File: src/rtl/rom_stream_reader_pkg.sv
// Shared types and constants for the ROM stream reader and its output buffer.
package rom_stream_reader_pkg;

    localparam int ROM_DATA_WIDTH = 32;

    typedef enum logic [1:0] {
        IDLE   = 2'd0,
        FETCH  = 2'd1,
        DRAIN  = 2'd2,
        FINISH = 2'd3
    } state_t;

endpackage

File: src/rtl/rom_stream_reader_fifo.sv
// Output buffer: synchronous FIFO, head visible combinationally, one-cycle push/pop.
// The caller guarantees no push when full and no pop when empty.
module rom_stream_fifo #(
    parameter int FIFO_DEPTH = 4,
    parameter int WIDTH      = 32,
    localparam int PTR_W     = $clog2(FIFO_DEPTH)
) (
    input  logic             clk,
    input  logic             rst_n,
    input  logic             push,
    input  logic [WIDTH-1:0] push_dat,
    input  logic             pop,
    output logic [WIDTH-1:0] head_dat,
    output logic             empty,
    output logic [PTR_W:0]   occupancy
);

    logic [WIDTH-1:0] mem [FIFO_DEPTH];
    logic [PTR_W-1:0] wr_ptr;
    logic [PTR_W-1:0] rd_ptr;
    logic [PTR_W:0]   occ_q;

    // Storage is cleared on reset so the head reads zero out of reset.
    always_ff @(posedge clk or negedge rst_n) begin
        if (!rst_n) begin
            for (int i = 0; i < FIFO_DEPTH; i++) begin
                mem[i] <= '0;
            end
            wr_ptr <= '0;
            rd_ptr <= '0;
            occ_q  <= '0;
        end else begin
            if (push) begin
                mem[wr_ptr] <= push_dat;
                wr_ptr      <= wr_ptr + PTR_W'(1);
            end
            if (pop) begin
                rd_ptr <= rd_ptr + PTR_W'(1);
            end
            case ({push, pop})
                2'b10:   occ_q <= occ_q + (PTR_W+1)'(1);
                2'b01:   occ_q <= occ_q - (PTR_W+1)'(1);
                default: occ_q <= occ_q;
            endcase
        end
    end

    assign head_dat  = mem[rd_ptr];
    assign empty     = (occ_q == '0);
    assign occupancy = occ_q;

endmodule

File: src/rtl/rom_stream_reader.sv
// Streams count consecutive ROM words from start_addr; first m_valid 3 cycles after start.
// Issues reads only when buffer occupancy plus the in-flight read leaves room, so m_ready stalls never drop data.
module rom_stream_reader
    import rom_stream_reader_pkg::*;
#(
    parameter int MEM_WORDS   = 8192,
    parameter int FIFO_DEPTH  = 4,
    localparam int ADR_WIDTH  = $clog2(MEM_WORDS)
) (
    input  logic                      CLK,
    input  logic                      RESETn,
    input  logic                      start,
    input  logic [ADR_WIDTH-1:0]      start_addr,
    input  logic [ADR_WIDTH:0]        count,
    output logic                      busy,
    output logic                      done,
    output logic                      rom_en,
    output logic [ADR_WIDTH-1:0]      rom_a,
    input  logic [ROM_DATA_WIDTH-1:0] rom_do,
    output logic                      m_valid,
    input  logic                      m_ready,
    output logic [ROM_DATA_WIDTH-1:0] m_data
);

    localparam int OCC_W = $clog2(FIFO_DEPTH) + 1;

    state_t               state_q, state_d;
    logic [ADR_WIDTH-1:0] addr_q, addr_d;
    logic [ADR_WIDTH:0]   rem_q, rem_d;
    logic [ADR_WIDTH-1:0] last_a_q;
    logic                 in_flight_q;

    logic                 fifo_empty;
    logic [OCC_W-1:0]     occupancy;
    logic [OCC_W:0]       used;
    logic                 credit_ok;
    logic                 pop;
    logic [ADR_WIDTH-1:0] addr_next;

    assign pop       = m_valid & m_ready;
    assign used      = {1'b0, occupancy} + {{OCC_W{1'b0}}, in_flight_q};
    assign credit_ok = (used < (OCC_W+1)'(FIFO_DEPTH));
    assign addr_next = (addr_q == ADR_WIDTH'(MEM_WORDS - 1)) ? '0 : addr_q + ADR_WIDTH'(1);

    always_comb begin
        state_d = state_q;
        addr_d  = addr_q;
        rem_d   = rem_q;
        rom_en  = 1'b0;
        busy    = 1'b0;
        done    = 1'b0;
        case (state_q)
            IDLE: begin
                if (start) begin
                    addr_d = start_addr;
                    rem_d  = count;
                    // An empty transfer passes through DRAIN so done lands two cycles after start.
                    state_d = (count == '0) ? DRAIN : FETCH;
                end
            end
            FETCH: begin
                busy = 1'b1;
                if (credit_ok) begin
                    rom_en = 1'b1;
                    addr_d = addr_next;
                    rem_d  = rem_q - (ADR_WIDTH+1)'(1);
                    if (rem_q == (ADR_WIDTH+1)'(1)) begin
                        state_d = DRAIN;
                    end
                end
            end
            DRAIN: begin
                busy = 1'b1;
                // Leave as the last word pops so FINISH follows the final pop directly.
                if (!in_flight_q && (fifo_empty || (occupancy == OCC_W'(1) && pop))) begin
                    state_d = FINISH;
                end
            end
            FINISH: begin
                done    = 1'b1;
                state_d = IDLE;
            end
            default: state_d = IDLE;
        endcase
    end

    always_ff @(posedge CLK or negedge RESETn) begin
        if (!RESETn) begin
            state_q     <= IDLE;
            addr_q      <= '0;
            rem_q       <= '0;
            last_a_q    <= '0;
            in_flight_q <= 1'b0;
        end else begin
            state_q     <= state_d;
            addr_q      <= addr_d;
            rem_q       <= rem_d;
            in_flight_q <= rom_en;
            if (rom_en) begin
                last_a_q <= addr_q;
            end
        end
    end

    assign rom_a = rom_en ? addr_q : last_a_q;

    rom_stream_fifo #(
        .FIFO_DEPTH (FIFO_DEPTH),
        .WIDTH      (ROM_DATA_WIDTH)
    ) u_fifo (
        .clk       (CLK),
        .rst_n     (RESETn),
        .push      (in_flight_q),
        .push_dat  (rom_do),
        .pop       (pop),
        .head_dat  (m_data),
        .empty     (fifo_empty),
        .occupancy (occupancy)
    );

    assign m_valid = !fifo_empty;

endmodule

File: config.mk
export PLATFORM = sky130hd
export DESIGN_NAME = rom_stream_reader
export DESIGN_NICKNAME = d
export VERILOG_FILES = /design/src/rtl/rom_stream_reader_pkg.sv /design/src/rtl/rom_stream_reader_fifo.sv /design/src/rtl/rom_stream_reader.sv
export SDC_FILE = /design/constraint.sdc
export NUM_CORES = 1
export LEC_CHECK = 0
export ABC_AREA = 1
export CAP_MARGIN = 30
export CORE_MARGIN = 3
export CORE_UTILIZATION = 50
export CTS_BUF_LIST = sky130_fd_sc_hd__clkbuf_8
export CTS_CLUSTER_SIZE = 40
export DETAILED_ROUTE_END_ITERATION = 10
export GPL_ROUTABILITY_DRIVEN = 0
export HOLD_SLACK_MARGIN = 0.08
export PLACE_DENSITY = 0.72
export SLEW_MARGIN = 30
export SYNTH_ARGS = -nofsm -noshare
export SYNTH_HDL_FRONTEND = slang
export SYNTH_SLANG_ARGS = --single-unit
File: constraint.sdc
create_clock -name CLK -period 2.01 [get_ports CLK]
set_clock_uncertainty 0.1 [all_clocks]
set_input_delay 0.402 -clock CLK [delete_from_list [all_inputs] [get_ports CLK]]
set_output_delay 0.402 -clock CLK [all_outputs]
set_load 0.01 [all_outputs]
; After elaboration in Yosys (flattened, before gate mapping)
; Index checks and enable logic that the tools add are counted.
[totals]
input_bits = 63
output_inout_bits = 49
reg_bits = 178
word_cells = 77
[classes]
bitwise_logic = 3
eq_ne = 12
n_mux = 25
order_cmp = 4
addsub = 7
n_reduce_logical = 14
[op_table]
columns = operator, count
row1 = 128-bit bitwise mux, 1
row2 = 32-bit 2-to-1 mux, 3
row3 = 32-bit binary-select mux with 2-bit select, 1
row4 = 32-bit demux with 2-bit select, 1
row5 = 13-bit 2-to-1 mux, 4
row6 = 14-bit 2-to-1 mux, 2
row7 = 14-bit one-hot mux with 2 select lines, 1
row8 = 13-bit one-hot mux with 2 select lines, 1
row9 = 14-bit by 1-bit equality test with 1-bit output (second input constant), 1
row10 = 14-bit zero test, 1
row11 = 14-bit by 1-bit subtractor with 14-bit output (second input constant), 1
row12 = 13-bit by 1-bit adder with 13-bit output (second input constant), 1
row13 = 13-bit equality test (second input constant), 1
row14 = 2-bit 2-to-1 mux, 5
row15 = 2-bit != test (second input constant), 4
row16 = 2-bit one-hot mux with 4 select lines, 1
row17 = 2-bit equality test (second input constant), 3
row18 = 3-bit greater-or-equal comparator (second input constant), 2
row19 = 2-bit NOT with 3-bit output, 2
row20 = 3-bit one-hot mux with 2 select lines, 1
row21 = 2-bit by 1-bit adder with 2-bit output (second input constant), 2
row22 = 3-bit by 1-bit adder with 4-bit output, 1
row23 = 2-bit by 1-bit equality test with 1-bit output (second input constant), 2
row24 = 4-bit by 3-bit less-than comparator with 1-bit output (second input constant), 1
row25 = other kinds (15), 22

; Logic depth before layout (Yosys ltp)
[depth]
depth_word = 8
ltp_mapped = 11
depth_no_buf = 11

; Cells and area by module
; From an unflattened synthesis, not the netlist that was laid out.
[unflattened]
cells_unflattened = 1135
hier_area_um2 = 9038.7
[by_module_without_submodules]
columns = mod, cells_each, area_per_inst_um2, n_inst, seq_area_each_um2
row1 = rom_stream_fifo, 729, 6202.2, 1, 3378.2
row2 = rom_stream_reader, 406, 2836.5, 1, 1076.0

; Least setup slack after synthesis
; No wires, ideal clock.
[synth_path]
path_type = reg2out
from = reg state_q[1]
to = out rom_a[10]
arrival_ns = 1.584
path_slack_ns = -0.076
path_buffers = 3
path_stages_with_launch = 10
t_required_ns = 1.508
path_cell_list = dfrtp_1 -> inv_1 -> ha_1 -> buf_6 -> inv_2 -> buf_6 -> nor2_4 -> inv_2 -> buf_6 -> o21ai_0
[synth_via]
elab_chain_len = 3
[synth_lines]
columns = element, line_no
row1 = start: declaration, rom_stream_reader.sv:27  ; state_t state_q, state_d;
row2 = start signal: assignment, rom_stream_reader.sv:95  ; state_q <= state_d;
row3 = 2-bit by 1-bit equality test with 1-bit output, rom_stream_reader.sv:52  ; case (state_q)
row4 = 1-bit 2-to-1 mux, rom_stream_reader.sv:52
row5 = via rom_en, rom_stream_reader.sv:17  ; output logic rom_en,
row6 = 13-bit 2-to-1 mux, -
row7 = end: declaration, rom_stream_reader.sv:18  ; output logic [ADR_WIDTH-1:0] rom_a,
; The timed path passes the listed nets, and every way through them passes these cells.

; Worst setup path in the final report
[layout_path]
from = reg u_fifo.rd_ptr[0]
to = out m_data[7]
[layout_via]
elab_chain_len = 4
[layout_lines]
columns = element, line_no
row1 = start: declaration, rom_stream_reader_fifo.sv:20  ; logic [PTR_W-1:0] rd_ptr;
row2 = start signal: assignment, rom_stream_reader_fifo.sv:38  ; rd_ptr <= rd_ptr + PTR_W'(1);
row3 = 2-bit NOT with 3-bit output (not written as such), rom_stream_reader_fifo.sv:48  ; assign head_dat = mem[rd_ptr];
row4 = 32-bit binary-select mux with 2-bit select, rom_stream_reader_fifo.sv:48
row5 = 32-bit 2-to-1 mux (not written as such) (2 in series), rom_stream_reader_fifo.sv:48
row6 = end: declaration, rom_stream_reader.sv:22  ; output logic [ROM_DATA_WIDTH-1:0] m_data
; Every way passes these cells. The select of a mux whose other input is x is not followed.

==> results.sh <==
export IMPL_timing_final_hold_violations=0
export IMPL_start_util_pct=51.52
export IMPL_dr_wl_met2_microns=10580
export IMPL_cts_clk_slew_worst_paths_ns=0.09
export IMPL_place_inst=1368
export IMPL_layout_common_cells="241 x nand2_1, 177 x dfrtp_1, 167 x o21ai_0"
export IMPL_port_buffer_count=111
export IMPL_peakVddDrop_v=0.0008581
export IMPL_design_area_sq_mm=0.01104
export IMPL_drv_slew=0
export IMPL_wl_microns=21740
export IMPL_dr_first_iter_drc_count=595
export IMPL_syn_inst=1055
export IMPL_regArea_sq_mm=0.004456
export IMPL_coreArea_sq_mm=0.01676
export IMPL_period_share_pct=110.8
export IMPL_grt_pass1_vias=6951
export IMPL_finalSetupTns_ns=-7.268
export IMPL_grt_max_degree=71
export IMPL_drt_met1_wl_microns=9622
export IMPL_wl_met3_microns=1293
export IMPL_yosysSeqAreaShare_pct=51.59
export IMPL_cp_required_ns=1.51
export IMPL_hold_path_class="input pin to asynchronous set/reset pin"
export IMPL_start_kind="flop"
export IMPL_grt_overflow=0
export IMPL_nNetsFinal=1264
export IMPL_ant_nets=0
export IMPL_fmax_mhz=449.0
export IMPL_fin_crit_ns=2.227
export IMPL_multi_input_area_sq_mm=0.003885
export IMPL_antenna_found_initial=0
export IMPL_violations="negative setup slack"
export IMPL_highest_layer="met4"
export IMPL_setup_viol=46
export IMPL_num_io_pins=112
export IMPL_via_count=7554
export IMPL_yosysWarnings=0
export IMPL_cts_buffers=17
export IMPL_diodes=0
export IMPL_syn_nets=1134
export IMPL_fp_dieH_microns=137.4
export IMPL_clk_latency_ns=0.47
export IMPL_h_tree_depth=4
export IMPL_die_x_microns=137.4
export IMPL_synth_seq_cells=178
export IMPL_dpl_cell_area_sq_mm=0.01019
export IMPL_drive_gt1_share_pct=19.30
export IMPL_grtUsageTotal_pct=23.05
export IMPL_worstMarginPinSlew_ns=0.4334
export IMPL_power_w=0.01969
export IMPL_dieArea_sq_mm=0.01888
export IMPL_powerDensity_mw_per_mm2=1784
export IMPL_relSlewSlack_pct=71.11
export IMPL_fillerInstances=1468
export IMPL_cts_sinks=178
export IMPL_drc=0
export IMPL_cts_tree="done"
export IMPL_grt_pass1_wl_microns=34640
export IMPL_critPathKind="flop to output port"
export IMPL_status="complete, but fails checks"
export IMPL_ys_types=38
export IMPL_p_leak_nw=5.277
export IMPL_post_drt_wl_per_cell_microns=15.34
export IMPL_syn_area_sq_mm=0.008635
export IMPL_crit_arrival_ns=1.73
export IMPL_dr_pass1_iters=5
export IMPL_path_max_fanout=26
export IMPL_rsz0062_at_grt="true"
export IMPL_cap_violations=0
export IMPL_layout_area_overhead_vs_synth_pct=27.82
export IMPL_hpwl_microns=13520
export IMPL_final_common_cell="nand2_1"
export IMPL_cts_root_buffer="clkbuf_8"
export IMPL_clockBufferDepth=2
export IMPL_cp_end_kind="output port"
export IMPL_viasPerCell=5.331
export IMPL_postSynthAreaPerCell_sq_um=8.184
export IMPL_setup_slack_ns=-0.2172
export IMPL_fin_cells=1417
export IMPL_rows=47
-- cells by family after synthesis --
kind of cell	count (synthesis)	share of synthesized area, %
simple gates	412	19.74
xor+xnor	8	0.8115
compound gates	298	18.45
fa+ha+maj	16	2.318
buf+inv	143	7.100
flops	178	51.59
-- metrics by stage --
stage | util [%] | hold WS (ns) | worst slack, ns
floorplan | - | 0.006409 | -0.07613
global placement | 60.79 | 0.1161 | -0.2669
detailed placement | 60.79 | 0.1158 | -0.3500
CTS | 63.58 | 0.1795 | -0.2790
global route | 65.85 | 0.1781 | -0.3085
finish | 65.85 | 0.1941 | -0.2172
-- cells in the mapped netlist, drive strengths merged --
master / number / area [sq um]
nor3: 1 / 10.01
nor4: 1 / 6.260
dfrtp: 178 / 4454
a22oi: 1 / 7.510
o211ai: 3 / 37.54
nand2: 258 / 993.4
o22ai: 32 / 200.2
nand4: 7 / 43.79
nand3: 25 / 142.6
xnor2: 2 / 17.52
xor2: 6 / 52.55
inv: 85 / 319.1
a21oi: 21 / 108.9
a21boi: 5 / 37.54
o21a: 2 / 15.01
or2: 2 / 15.02
nor2: 117 / 485.5
nand3b: 1 / 7.510
buf: 20 / 151.4
o21ai: 234 / 1186
clkbuf: 38 / 142.6
ha: 16 / 200.2
-- where the power goes --
| group | internal (W) | switching, W | total [W] |
|---|---|---|---|
| registers | 0.00543 | 0.00120 | 0.00663 |
| clock network | 0.00133 | 0.00133 | 0.00267 |
| logic | 0.00451 | 0.00589 | 0.0104 |
| total | 0.0113 | 0.00842 | 0.0197 |
-- final timing paths --
| check | from | cells after the start | slack (ns) | to |
|---|---|---|---|---|
| max reg2reg | state_q[0] | 9 | 0.09 | addr_q[2] |
| min | RESETn | 2 | 0.19 | u_fifo.mem[60] |
| min reg2reg | last_a_q[0] | 2 | 0.37 | last_a_q[0] |
| max in group asynchronous | RESETn | 3 | 0.97 | u_fifo.rd_ptr[0] |
| max | u_fifo.rd_ptr[0] | 5 | -0.22 | m_data[7] |
| min in group CLK | last_a_q[0] | 2 | 0.37 | last_a_q[0] |
-- timing repair --
action                                 in CTS  in global routing
gates cloned                                3                  5
hold buffers                                1                  0
endpoints found under the hold margin     178                  0
buffers inserted                            3                  7
pin swaps                                   6                 13
resized for setup                         245                103
setup endpoints to repair                  50                 58
-- routing by layer --
metal	vias up	track usage [%]
li1	3715	-
met1	3596	31.03
met4	0	6.430
met3	21	6.063
met5	-	0
met2	222	37.01
-- sequential cells by signal, summed over array words and instances, names as in the netlist --
signal and count:
rem_q 14, u_fifo.wr_ptr 2, u_fifo.occupancy 3, u_fifo.mem 128
in_flight_q 1, last_a_q 13, addr_q 13, u_fifo.rd_ptr 2
state_q 2
-- cell type report --
type	count	area share, %
flip-flops and latches	178	40.37
multi-input cells	735	35.20
repair buffers	167	14.83
inverters	85	3.095
clock buffers	20	2.494
well taps	220	2.494
clock inverters	11	1.372
repair inverters	1	0.1474
-- critical path: stages (launching register included) --
cell	delay [ns]
dfrtp_2	0.50
clkinv_4	0.12
buf_12	0.18
nor2_1	0.06
o22ai_1	0.22
buf_2	0.17
(Power assumes the default switching activity.)
==> RTL change 1, RTL diff (same settings) <==
`MEM_WORDS`: 8192 -> 32768.
--- a/src/rtl/rom_stream_reader.sv
+++ b/src/rtl/rom_stream_reader.sv
@@ -5,3 +5,3 @@
 #(
-    parameter int MEM_WORDS   = 8192,
+    parameter int MEM_WORDS   = 32768,
     parameter int FIFO_DEPTH  = 4,
Ports: changed (resized count, rom_a and start_addr); port bits go from 112 to 118. No check against the original RTL was run, so the function may have changed too.
==> RTL change 1 against the unedited design <==
The flow still finishes with violations (negative setup slack). Sequential share of layout area decreased by 2.5 points. Maximum frequency decreased by 4.6%. Setup slack got worse by 0.11 ns. Sequential cell count increased by 6. Total power increased by 11%. Cell area increased by 10%. Wire length increased by 14%. Area after synthesis increased by 3.4%. Critical endpoint is now rom_a[7]. Largest cell class unchanged. Largest power group unchanged.
==> RTL change 1: results (changes against the unedited design) <==
- Result of the run: complete, but fails checks (unchanged)
- Failing checks: negative setup slack (unchanged)
- Endpoint of the worst register-to-register path: rem_q[9] (was addr_q[2])
- Worst setup slack after layout: -0.3250 ns (was -0.2172 ns)
- Largest net degree at the start of global routing: 47 (was 71)
- Count of nets after finishing: 1372 (was 1264)
- Starting DRT DRC Count: 418 (was 595)
- Standard cell area after detailed placement: 10640 um2 (was 10190 um2)
- Ratio of cells with drive above 1 in the final layout: 0.2500 (was 0.1930)
- Worst slew margin relative to its limit: 0.7223 (was 0.7111)
- Insertion delay to the later sink of the worst-skew pair: 0.47 ns (about the same)
- Worst Reg2Reg Path Length in Cells: 11 (was 9)
- Number of optimization iterations in the first detailed-route pass: 7 (was 5)
- Kind of cell with the highest combined delay on the critical path: buffers and inverters (was flip-flops)
- Setup violations, final: 48 (was 46)
- Ant diodes: 0 (unchanged)
- Longest individual stage delay on the worst path: 0.40 ns (was 0.50 ns)
- Count of port buffers added during placement: 117 (was 111)
- Slowest stage cell, crit path: dfrtp_1 (was dfrtp_2)
- Syn nets: 1210 (was 1134)
- Flop2flop setup slack: 0.01 ns (was 0.09 ns)
- Hpwl dp: 14270 um (was 13520 um)
- Largest vdd supply drop: 0.8450 mV (was 0.8581 mV)
- Top post-synthesis cells by count: nand2_1, o21ai_0, dfrtp_1 (unchanged)
- WP data arrival: 1.83 ns (was 1.73 ns)
- Number of buffers created by CTS: 17 (unchanged)
- Reg-to-Reg Start: state_q[1] (was state_q[0])
- Post-DR wirelength/cell: 16.23 um (was 15.34 um)
- Standby leakage power: 5.787 nW (was 5.277 nW)
- Number of global-route vias before repair: 8007 (was 6951)
- Pre-CTS WS: -0.3673 ns (was -0.3500 ns)
- Sequential cell area fraction in the yosys report: 0.5155 (was 0.5159)
- Sum Neg Setup Slack: -11.10 ns (was -7.268 ns)
- # Post-CTS Setup Buffers: 27 (was 3)
- First-pass GRT wire length: 39580 um (was 34640 um)
- Worst-path maximum fanout: 7 (was 26)
- Top Registers: u_fifo.mem (128), rem_q (16) (was u_fifo.mem (128), rem_q (14))
- Total of cells resized after clock tree synthesis: 383 (was 245)
- H-tree levels: 4 (unchanged)
- Total number of vias: 8169 (was 7554)
- All-layer global routing usage: 0.2480 (was 0.2305)
- Buffer type at the clock tree root: clkbuf_8 (unchanged)
- Number of distinct library cells after synthesis: 30 (was 38)
- Number of fill cells: 1396 (was 1468)
- Biggest area contributors in the synthesized netlist: dfrtp_1, o21ai_0, nand2_1 (unchanged)
==> RTL change 1: cells by family after synthesis <==
kind of cell             Yosys count  share of synthesized area
AND/OR/NAND/NOR                  461                     0.2069
adder cells (fa/ha/maj)           17                    0.02381
XOR/XNOR                           7                   0.006864
flip-flops                       184                     0.5155
buffers and inverters            156                    0.07214
AO/OA/AOI/OAI                    301                     0.1748
==> RTL change 1: worst max path at each step <==
stage,start,end
3_3_place_gp,state_q[1],rom_a[13]
3_5_place_dp,state_q[1],rom_a[0]
5_1_grt,state_q[1],rom_a[6]
4_1_cts,state_q[1],rom_a[7]
2_1_floorplan,state_q[1],rom_a[0]
6_report,state_q[1],rom_a[7]
==> RTL change 1: final cells by class <==
class	instances	area (um2)	share of cell area
clock inverters	11	123.9	0.01019
repair buffers	204	2141	0.1762
well taps	225	281.5	0.02317
inverters	95	371.6	0.03058
clock buffers	20	275.3	0.02265
multi-input cells	786	4350	0.3580
flip-flops and latches	184	4607	0.3792
==> RTL change 1: metal layers <==
metal / vias up / global-route usage / wire length (um) / part of all wire
met2: 214 / 0.4288 / 12630 / 0.51
met3: 39 / 0.05189 / 1193 / 0.048
li1: 3987 / - / - / -
met4: 0 / 0.06425 / 456 / 0.018
met1: 3929 / 0.3198 / 10460 / 0.42
met5: - / 0 / 0 / 0
==> RTL change 1: power breakdown <==
part	internal [mW]	switching (mW)	total [mW]
Combinational	5.52	6.75	12.3
Clock	1.20	1.36	2.56
Sequential	5.62	1.44	7.06
Total	12.3	9.55	21.9
==> RTL change 1: stage by stage <==
step | instances | hold slack (ns)
2_1_floorplan | 1126 | 0.006409
3_3_place_gp | 1454 | 0.2111
3_5_place_dp | 1454 | 0.2109
4_1_cts | 1522 | 0.2728
5_1_grt | 1525 | 0.2671
6_report | 1525 | 0.2741
==> RTL change 2, RTL diff (same settings) <==
Made on the original files. Take the reset off `addr_q` and load it in a clocked block of its own.
--- a/src/rtl/rom_stream_reader.sv
+++ b/src/rtl/rom_stream_reader.sv
@@ -89,3 +89,2 @@
             state_q     <= IDLE;
-            addr_q      <= '0;
             rem_q       <= '0;
@@ -95,3 +94,2 @@
             state_q     <= state_d;
-            addr_q      <= addr_d;
             rem_q       <= rem_d;
@@ -102,2 +100,6 @@
         end
+    end
+
+    always_ff @(posedge CLK) begin
+        addr_q <= addr_d;
     end
Function: same outputs for any inputs over 4 cycles, from zero or initial values and one cycle with RESETn low; that may be too few to reach the edited logic, so the function may still have changed.
==> RTL change 2 against the unedited design <==
The run still ends with negative setup slack left. Wire length grew 2.7%. Count of clock-buffer cells in the layout is the same. Largest cell class unchanged. Core utilization grew 2.6 points. Area after synthesis shrank 1.7%. Critical path type unchanged. Sequential cell count is the same. Total power grew 4.6%. Synthesized cell count shrank 0.66%. Critical path depth is the same. Non-clock buffer count grew 5. Cell area grew 2.8%. Sequential share of layout area shrank 0.52 points. Maximum frequency shrank 0.64%. Combinational power grew 4%. Setup slack lost 0.014 ns.
==> RTL change 2: results (changes against the unedited design) <==
- Worst-path maximum fanout: 6 (was 26)
- First-pass GRT wire length: 34020 um (was 34640 um)
- Worst hold slack: 0.3442 ns (was 0.1941 ns)
- Worst setup slack after layout: -0.2314 ns (was -0.2172 ns)
- Antenna violations before repair: 1 (was 0)
- Count of nets after finishing: 1267 (was 1264)
- Biggest area contributors in the synthesized netlist: dfrtp_1, o21ai_0, nand2_1 (unchanged)
- Ys async rst share: 0.9270 (was 1.000)
- Pre-CTS WS: -0.2702 ns (was -0.3500 ns)
- All-layer global routing usage: 0.2296 (was 0.2305)
- Largest net degree at the start of global routing: 65 (was 71)
- Starting DRT DRC Count: 474 (was 595)
- Non-Filler Instances: 1420 (was 1417)
- Post-DR wirelength/cell: 15.72 um (was 15.34 um)
- Sequential cell area fraction in the yosys report: 0.5323 (was 0.5159)
- Endpoint of the worst register-to-register path: u_fifo.occupancy[2] (was addr_q[2])
- Flop2flop setup slack: 0.18 ns (was 0.09 ns)
- Worst slew margin relative to its limit: 0.6553 (was 0.7111)
- Worst Reg2Reg Path Length in Cells: 11 (was 9)
- Failing checks: negative setup slack (unchanged)
- Average instance area after synthesis: 8.102 um2 (was 8.184 um2)
- Result of the run: complete, but fails checks (unchanged)
- Reg-to-Reg Start: u_fifo.occupancy[1] (was state_q[0])
- Number of distinct library cells after synthesis: 29 (was 38)
- Number of global-route vias before repair: 7042 (was 6951)
- Standard cell area after detailed placement: 10100 um2 (was 10190 um2)
- Avg Vias per Cell: 5.311 (was 5.331)
- Insertion delay to the later sink of the worst-skew pair: 0.46 ns
- Syn nets: 1127 (was 1134)
- Number of flops mapped to enable cells by yosys: 13 (was 0)
- Top post-synthesis cells by count: nand2_1, o21ai_0, dfrtp_1 (unchanged)
- Worst-case clock buffer depth: 2 (unchanged)
- Standby leakage power: 5.396 nW (was 5.277 nW)
- Hpwl dp: 13260 um (was 13520 um)
- Setup violations, final: 45 (was 46)
- Largest vdd supply drop: 0.8783 mV (was 0.8581 mV)
==> RTL change 2: cell count changes after synthesis, sizes merged, moves of 4 or more <==
cell | unedited run | this run
dfrtp | 178 | 165
nand4 | 7 | 3
buf | 20 | 28
clkbuf | 38 | 26
a21oi | 21 | 4
inv | 85 | 79
nand2 | 258 | 283
edfxtp | 0 | 13
nor2 | 117 | 133
a21boi | 5 | 1
o21ai | 234 | 229
==> RTL change 2: power by group <==
| group | internal, mW | switching [mW] |
|---|---|---|
| clock | 1.57 | 1.30 |
| sequential | 5.57 | 1.31 |
| combinational | 4.80 | 6.05 |
| total | 11.9 | 8.65 |
==> RTL change 2: worst max-delay path, stage by stage, from the launching register on <==
cell and delay (ns):
dfrtp_2 0.52, buf_12 0.19, buf_16 0.14, o21ai_2 0.05, o22ai_1 0.18, buf_2 0.19
==> RTL change 2: stage by stage <==
stage | setup TNS (ns) | power (mW)
global route | -12.77 | 22.10
detailed placement | -4.559 | 15.84
floorplan | 0 | 11.93
CTS | -7.086 | 19.04
finish | -9.096 | 20.59
global placement | -3.660 | 15.59
==> RTL change 2: logic make-up after synthesis <==
| kind of cell | count (synthesis) | synth area share |
|---|---|---|
| DFF | 178 | 0.5323 |
| and+or+nand+nor | 447 | 0.2070 |
| AOI/OAI and AO/OA | 266 | 0.1640 |
| adders and majority gates | 16 | 0.02358 |
| xor gates and xnor gates | 8 | 0.008253 |
| buffers and inverters | 133 | 0.06484 |
==> RTL change 2: repair_timing <==
action | in CTS | in global routing
hold buffers | 1 | 0
cloned | 4 | 8
buffers inserted | 8 | 1
endpoints found under the setup margin | 49 | 48
gates resized for setup | 299 | 121
hold endpoints to repair | 44 | 0
pin swaps | 19 | 61
==> RTL change 2: worst max-delay path by stage <==
stage	slack (ns)	startpoint	to
floorplan	0.07	state_q[1]	rom_a[10]
global placement	-0.21	state_q[0]	rom_a[6]
detailed placement	-0.27	state_q[0]	rom_a[4]
CTS	-0.21	state_q[0]	rom_a[12]
global route	-0.35	state_q[1]	rom_a[7]
finish	-0.23	u_fifo.rd_ptr[0]	m_data[21]
==> RTL change 2: area by class of cell <==
class / count / area [um2]
repair buffers: 172 / 1782
fillers: 1374 / 5239
well taps: 220 / 275.3
multi-input cells: 737 / 3959
clock inverters: 11 / 185.2
inverters: 79 / 319.1
clock buffers: 20 / 275.3
repair inverters: 3 / 28.78
flip-flops and latches: 178 / 4521
==> RTL change 2: routing by layer <==
metal	track usage	routed length, um
met1	0.2953	9534
met2	0.3858	11060
met3	0.06255	1448
met4	0.05935	262
met5	0	13
